<file path="src/rtl/fibo_pkg.sv">
// Shared constants and state type for the Fibonacci calculator / index finder pair.
package fibo_pkg;
    localparam int FIBO_W       = 16;
    localparam int IDX_W        = 5;
    localparam int FIBO_MAX_IDX = 24;
    // One extra bit so F(25)=75025 fits while searching past 16-bit targets.
    localparam int PAIR_W       = FIBO_W + 1;

    typedef enum logic [1:0] {
        IDLE   = 2'd0,
        SEARCH = 2'd1,
        DONE   = 2'd2
    } fibo_idx_state_t;
endpackage

</file>
<file path="src/rtl/fibo_pair_gen.sv">
// Holds the running Fibonacci pair (R0 = F(idx), R1 = F(idx-1)); load seeds F(1), step advances.
module fibo_pair_gen
    import fibo_pkg::*;
(
    input  logic              clk,
    input  logic              reset_n,
    input  logic              load,
    input  logic              step,
    output logic [PAIR_W-1:0] r0
);
    logic [PAIR_W-1:0] r0_q, r0_d;
    logic [PAIR_W-1:0] r1_q, r1_d;

    always_comb begin
        r0_d = r0_q;
        r1_d = r1_q;
        if (load) begin
            r0_d = PAIR_W'(1);
            r1_d = '0;
        end else if (step) begin
            r0_d = r0_q + r1_q;
            r1_d = r0_q;
        end
    end

    always_ff @(posedge clk or negedge reset_n) begin
        if (!reset_n) begin
            r0_q <= '0;
            r1_q <= '0;
        end else begin
            r0_q <= r0_d;
            r1_q <= r1_d;
        end
    end

    assign r0 = r0_q;
endmodule

</file>
<file path="src/rtl/fibonacci_index_finder.sv">
// Classifies a 16-bit value as Fibonacci (exact index) or returns the floor index.
// Optional FIBO_INDEX_TRACE_EN prints per-cycle search state in simulation.
module fibonacci_index_finder
    import fibo_pkg::*;
(
    input  logic              clk,
    input  logic              reset_n,
    input  logic [FIBO_W-1:0] fibo_in,
    input  logic              begin_index,
    output logic [IDX_W-1:0]  index_out,
    output logic              is_fibo,
    output logic              done
);
    fibo_idx_state_t   state_q, state_d;
    logic [FIBO_W-1:0] target_q, target_d;
    logic [IDX_W-1:0]  idx_q, idx_d;
    logic [IDX_W-1:0]  index_out_q, index_out_d;
    logic              is_fibo_q, is_fibo_d;
    logic              pair_load, pair_step;
    logic [PAIR_W-1:0] r0;
    logic [PAIR_W-1:0] target_ext;

    assign target_ext = {1'b0, target_q};

    // Zero also goes through SEARCH: F(1)=1 > 0 floors to index 0 one edge later,
    // giving the same single-edge latency as value 1.
    always_comb begin
        state_d     = state_q;
        target_d    = target_q;
        idx_d       = idx_q;
        index_out_d = index_out_q;
        is_fibo_d   = is_fibo_q;
        pair_load   = 1'b0;
        pair_step   = 1'b0;
        case (state_q)
            IDLE: begin
                if (begin_index) begin
                    target_d    = fibo_in;
                    idx_d       = IDX_W'(1);
                    index_out_d = '0;
                    is_fibo_d   = 1'b0;
                    pair_load   = 1'b1;
                    state_d     = SEARCH;
                end
            end
            SEARCH: begin
                if (r0 == target_ext) begin
                    index_out_d = idx_q;
                    is_fibo_d   = 1'b1;
                    state_d     = DONE;
                end else if (r0 > target_ext) begin
                    index_out_d = idx_q - IDX_W'(1);
                    is_fibo_d   = 1'b0;
                    state_d     = DONE;
                end else begin
                    pair_step = 1'b1;
                    idx_d     = idx_q + IDX_W'(1);
                end
            end
            DONE:    state_d = IDLE;
            default: state_d = IDLE;
        endcase
    end

    always_ff @(posedge clk or negedge reset_n) begin
        if (!reset_n) begin
            state_q     <= IDLE;
            target_q    <= '0;
            idx_q       <= '0;
            index_out_q <= '0;
            is_fibo_q   <= 1'b0;
        end else begin
            state_q     <= state_d;
            target_q    <= target_d;
            idx_q       <= idx_d;
            index_out_q <= index_out_d;
            is_fibo_q   <= is_fibo_d;
        end
    end

    fibo_pair_gen u_pair (
        .clk     (clk),
        .reset_n (reset_n),
        .load    (pair_load),
        .step    (pair_step),
        .r0      (r0)
    );

    assign index_out = index_out_q;
    assign is_fibo   = is_fibo_q;
    assign done      = (state_q == DONE);

`ifdef FIBO_INDEX_TRACE_EN
    always_ff @(posedge clk) begin
        if (reset_n && state_q == SEARCH)
            $display("fibo_idx: state=%s idx=%0d R0=%0d R1=%0d target=%0d",
                     state_q.name(), idx_q, r0, u_pair.r1_q, target_q);
        if (reset_n && state_q == DONE)
            $display("fibo_idx: result index_out=%0d is_fibo=%0b", index_out_q, is_fibo_q);
    end
`else
`endif
endmodule
</file>
<file path="config.mk">
export PLATFORM = sky130hd
export DESIGN_NAME = fibonacci_index_finder
export DESIGN_NICKNAME = d
export VERILOG_FILES = /design/src/rtl/fibo_pkg.sv /design/src/rtl/fibo_pair_gen.sv /design/src/rtl/fibonacci_index_finder.sv
export SDC_FILE = /design/constraint.sdc
export NUM_CORES = 1
export LEC_CHECK = 0
export BUFFER_PORTS_ARGS = -buffer_cell sky130_fd_sc_hd__buf_2
export CAP_MARGIN = 40
export CORE_MARGIN = 2
export CORE_UTILIZATION = 35
export CTS_BUF_LIST = sky130_fd_sc_hd__clkbuf_2 sky130_fd_sc_hd__clkbuf_4 sky130_fd_sc_hd__clkbuf_8
export CTS_CLUSTER_SIZE = 20
export DETAILED_ROUTE_END_ITERATION = 12
export GPL_TIMING_DRIVEN = 0
export PLACE_DENSITY = 0.54
export SLEW_MARGIN = 0
export SYNTH_ARGS = -nofsm -noshare
export SYNTH_HDL_FRONTEND = slang
export SYNTH_SLANG_ARGS = --single-unit
</file>
<file path="constraint.sdc">
create_clock -name clk -period 4.7 [get_ports clk]
set_input_delay 0.94 -clock clk [delete_from_list [all_inputs] [get_ports clk]]
set_output_delay 0.94 -clock clk [all_outputs]
set_load 0.005 [all_outputs]
</file>
# == After elaboration in Yosys (flattened, before gate mapping) ==
# Index checks and enable logic that the tools add are counted.
# totals
word_cells,50
ff_bits,63
input_bits,19
output_inout_bits,7
# classes
addsub,3
n_eq_ne,7
n_mux,25
reduce_logical,7
n_lt_le_gt_ge,1
# ops
operator,n
$mux W17,4
$mux W5,6
$pmux W5 S2,2
$add A17 B17 Y17,1
$eq A17 B16 Y1,1
$gt A17 B16 Y1,1
$mux W1,8
$mux W2,3
$ne A2 B2 Y1 const B,3
$add A5 B1 Y5 const B,1
$sub A5 B1 Y5 const B,1
$pmux W2 S2,1
$reduce_and A2 Y1,2
$reduce_and A4 Y1,1
$reduce_bool A2 Y1,2
$ne A3 B3 Y1 const B,1
$reduce_and A3 Y1,1
$eq A2 B1 Y1 const B,1
$eq A2 B2 Y1 const B,1
$logic_not A2 Y1,1
$pmux W1 S2,1

# == Logic depth before layout (Yosys ltp) ==
# depth
depth_word,6
ltp_mapped,11
ltp_nobuf,8

# == Modules after synthesis ==
# From an unflattened synthesis, not the netlist that was laid out.
# unflattened
cells_unflattened,403
hier_area_um2,3930.0
# modules_own_cells
mod,cells_per_inst,seq_area_each_um2,area_each_um2,n_inst
fibo_pair_gen,227,850.8,2192.1,1
fibonacci_index_finder,176,725.7,1737.9,1

# == Worst setup path after synthesis ==
# Ideal clock, no wire load.
# synth_path
path_type,reg2reg
from,reg u_pair.r0_q[0] (netlist: u_pair.r0[0])
to,reg u_pair.r0_q[16] (netlist: u_pair.r0[16])
required_ps,4579
synth_period_minus_slack_ps,2238
path_buffers,0
path_slack_ps,2462
arrival_ps,2117
setup_time_ps,121
stages_incl_launch_ff,9
cell_sequence,dfrtp_1 ha_1 fa_1 a211oi_1 o211ai_1 nand2_1 o311ai_0 xnor2_1 a22o_1
# synth_between
elab_chain_len,5
elab_cells_between_ends,9
cone_classes,add/sub: 1; order compare: 1; eq/ne: 1; mux: 5; reduce/logical: 1
# synth_rtl
element,line,text
"start, declared",fibo_pair_gen.sv:11,"logic [PAIR_W-1:0] r0_q, r0_d;"
"start signal, assigned",fibo_pair_gen.sv:31,r0_q <= r0_d;
$gt A17 B16 Y1,fibonacci_index_finder.sv:51,end else if (r0 > target_ext) begin
$mux W1,fibonacci_index_finder.sv:51,
$mux W1,fibonacci_index_finder.sv:47,if (r0 == target_ext) begin
$mux W1,fibonacci_index_finder.sv:35,case (state_q)
$reduce_bool A2 Y1 (no source line),n/a,
# Parallel ways exist; a longest one is shown, timed or not. The select of a mux whose other input is x is not followed.
# A chain may end at the register's enable or synchronous reset.

# == Final worst setup path ==
# Same ends and word-level chain as after synthesis.

==> metrics <==
outcome=finished, final reports clean; Slowest cell on crit path=sky130_fd_sc_hd__fa_1; Seq/Total Area, Yosys=42.6%; largest cells by area after synthesis=sky130_fd_sc_hd__dfrtp_1, sky130_fd_sc_hd__ha_1, sky130_fd_sc_hd__nand2_1; relative slew slack=44.9%; CTS H-tree lvls=3; worst hold slack=488 ps; clock latency at the later pin of the worst-skew pair=350 ps; antenna cell count=0; worst-path maximum fanout=6; Clock Pin Slew Worst Setup and Hold Paths=70 ps; FP Rows=37; Final Non-Filler Cells=581; Yosys top cell by area=sky130_fd_sc_hd__dfrtp_1; Placed Cells=566; power density over cell area=605 nW/um^2; placed inst area=4000 sq um; Synth warnings=0; ratio of routed vias to standard cells=5.03; signal arrival time at the worst endpoint=2870 ps; Area Overhead vs Synth=13.9%; synthesized netlist net count=459; Initial Utilization=36.0%; maximum number of pins on one net before global-route repair=64; hold-fix buffer count after cts=0; data required time of the critical path=4940 ps; total chip power=2.55 mW; detailed-route wire length=8530 microns; number of enable-type register cells in the synthesized netlist=0; highest attainable clock frequency=381 MHz; ratio of cells with drive above 1 in the final layout=12.6%; Placement Setup Slack=2130 ps; final estimated routing congestion in global placement=0.760; number of antenna violations at the first check in global routing=0; gate count of the mapped netlist=405; final core utilization=41.0%; post-CTS resize count=0; I/O pin cnt=26; Post-synth top cells=sky130_fd_sc_hd__nand2_1, sky130_fd_sc_hd__dfrtp_1, sky130_fd_sc_hd__o21ai_0, sky130_fd_sc_hd__ha_1, sky130_fd_sc_hd__inv_1; Floorplan Core Area=10300 sq um; post-route setup slack=2080 ps; Mean Syn Cell Area=9.13 sq um; measured slew at the worst slew-check pin=827 ps; area share of the largest cell type after synthesis=42.6%; final setup skew=7.42 ps; classification of the worst setup path=flip-flop to flip-flop; unique cell type count in the Yosys netlist=52; first-pass iteration count of the detailed router=4; total grt overflow=0; Inserted Clock Buffers=9; slowest cell delay on critical path=440 ps; number of failing setup endpoints in the final timing report=0; via count=2924; number of global-route vias before repair=2963; aggregate negative setup slack=0 ps; Seq cells post-synth=63; standby leakage power=2.15 nW; Hold Path Class=flip-flop to flip-flop; total of buffers placed on input and output ports=25; cell area after synthesis=3700 sq um; routed wire length per instance=14.7 microns; Die Y-Extent=107 microns; share of flip-flops with an asynchronous set or reset=100%; post-detailed-placement half-perimeter wirelength=6110 microns; number of DRC violations after detailed-routing iteration 0=233; sink count of the clock tree=63; unrepaired setup endpoints after global routing=false; post-route cell area=4210 sq um; root buffer cell=sky130_fd_sc_hd__clkbuf_8; Pins Over Slew Limit=0; number of violations of the max-capacitance limit=0; TritonCTS clock tree=yes; final clock period utilization by the worst path=55.8%; prevailing post-synth register cell=sky130_fd_sc_hd__dfrtp_1; Setup crit end kind=flip-flop; number of setup buffers added after CTS=0; total global routing track utilization=16.7%; largest vdd supply drop=0.000194 V; net count of the finished layout=495; Clock Path Buffers=2; first-pass GRT wire length=14700 microns; cell with the most instances after synthesis=sky130_fd_sc_hd__nand2_1; die area=11400 sq um; final count of hold timing violations=0; DRC=0; critical path cell sequence=ha_1 > fa_1 > a211oi_1 > o211ai_1 > nand2_1 > o311ai_0 > xnor2_1 > a22o_1; antenna-violating nets left=0; kind of launch point of the worst setup path=flip-flop; Final Critical Period=2620 ps; Die W=107 microns
routing by layer:
metal / wire length [microns] / share of wire [%] / vias to the layer above / global-route usage, %
li1: - / - / 1482 / -
met5: 0 / 0 / - / 0
met1: 4320 / 51 / 1394 / 23.3
met2: 3750 / 44 / 39 / 25.4
met4: 107 / 1.3 / 0 / 6.12
met3: 358 / 4.2 / 9 / 3.65
where the power goes:
group          total [mW]  internal [mW]  switching [mW]
Clock               0.537          0.315           0.222
Sequential          0.880          0.731           0.149
Combinational        1.13          0.462           0.668
worst max-delay path, delay by kind of cell, from the launching register on:
kind / cells / cell delay (ps)
XOR/XNOR: 1 / 180
flip-flops: 1 / 420
adder cells (fa/ha/maj): 2 / 700
AND/OR/NAND/NOR: 1 / 220
AO/OA/AOI/OAI: 4 / 1010
placed cells by master, fill, tap and decap left out, types with 5 or more instances in the layout:
| cell | n |
|---|---|
| sky130_fd_sc_hd__buf_2 | 26 |
| sky130_fd_sc_hd__nand3_1 | 5 |
| sky130_fd_sc_hd__o21ai_0 | 47 |
| sky130_fd_sc_hd__nor3_1 | 6 |
| sky130_fd_sc_hd__clkbuf_8 | 10 |
| sky130_fd_sc_hd__ha_1 | 34 |
| sky130_fd_sc_hd__dfrtp_1 | 63 |
| sky130_fd_sc_hd__a21o_1 | 9 |
| sky130_fd_sc_hd__clkbuf_1 | 9 |
| sky130_fd_sc_hd__nand2b_1 | 7 |
| sky130_fd_sc_hd__nor2_1 | 13 |
| sky130_fd_sc_hd__xnor2_1 | 6 |
| sky130_fd_sc_hd__inv_1 | 21 |
| sky130_fd_sc_hd__xor2_1 | 7 |
| sky130_fd_sc_hd__a21oi_1 | 18 |
| sky130_fd_sc_hd__mux2i_1 | 8 |
| sky130_fd_sc_hd__nand2_1 | 90 |
| sky130_fd_sc_hd__o2bb2ai_1 | 6 |
area by class of cell:
class / instances / area [sq um]
repair buffers: 25 / 128
flip-flops and latches: 63 / 1580
inverters: 21 / 78.8
plain buffers: 19 / 103
multi-input cells: 302 / 1940
fillers: 1050 / 6070
clock inverters: 4 / 70.1
clock buffers: 11 / 145
well taps: 136 / 170
path summary, 6_finish.rpt:
| path | slack (ps) | startpoint | end | cells after the start |
|---|---|---|---|---|
| hold reg to reg | 490 | index_out[2]$_DFFE_PN0P_ | index_out[2]$_DFFE_PN0P_ | 1 |
| hold / removal | 490 | index_out[2]$_DFFE_PN0P_ | index_out[2]$_DFFE_PN0P_ | 1 |
| min in group asynchronous | 670 | reset_n | u_pair.r1_q[7]$_DFFE_PN0P_ | 1 |
| setup / recovery | 2080 | u_pair.r0[0]$_DFFE_PN0P_ | u_pair.r0[16]$_DFFE_PN0P_ | 8 |
| setup reg to reg | 2080 | u_pair.r0[0]$_DFFE_PN0P_ | u_pair.r0[16]$_DFFE_PN0P_ | 8 |
| max in group asynchronous | 3460 | reset_n | u_pair.r0[1]$_DFFE_PN0P_ | 1 |
state kept, by name, indices dropped and copies added (netlist names):
name,count
target_q,16
idx_q,5
index_out,5
is_fibo,1
u_pair.r1_q,17
state_q,2
u_pair.r0,17
kinds of logic after synthesis:
logic type	share of synthesized area, %
muxes	2.17
DFF	42.6
AOI/OAI and AO/OA	18.5
buffers and inverters	4.91
xor gates and xnor gates	3.08
and+or+nand+nor	16.6
adders and majority gates	12.0
Note: power is estimated with default switching activity, not from simulation.
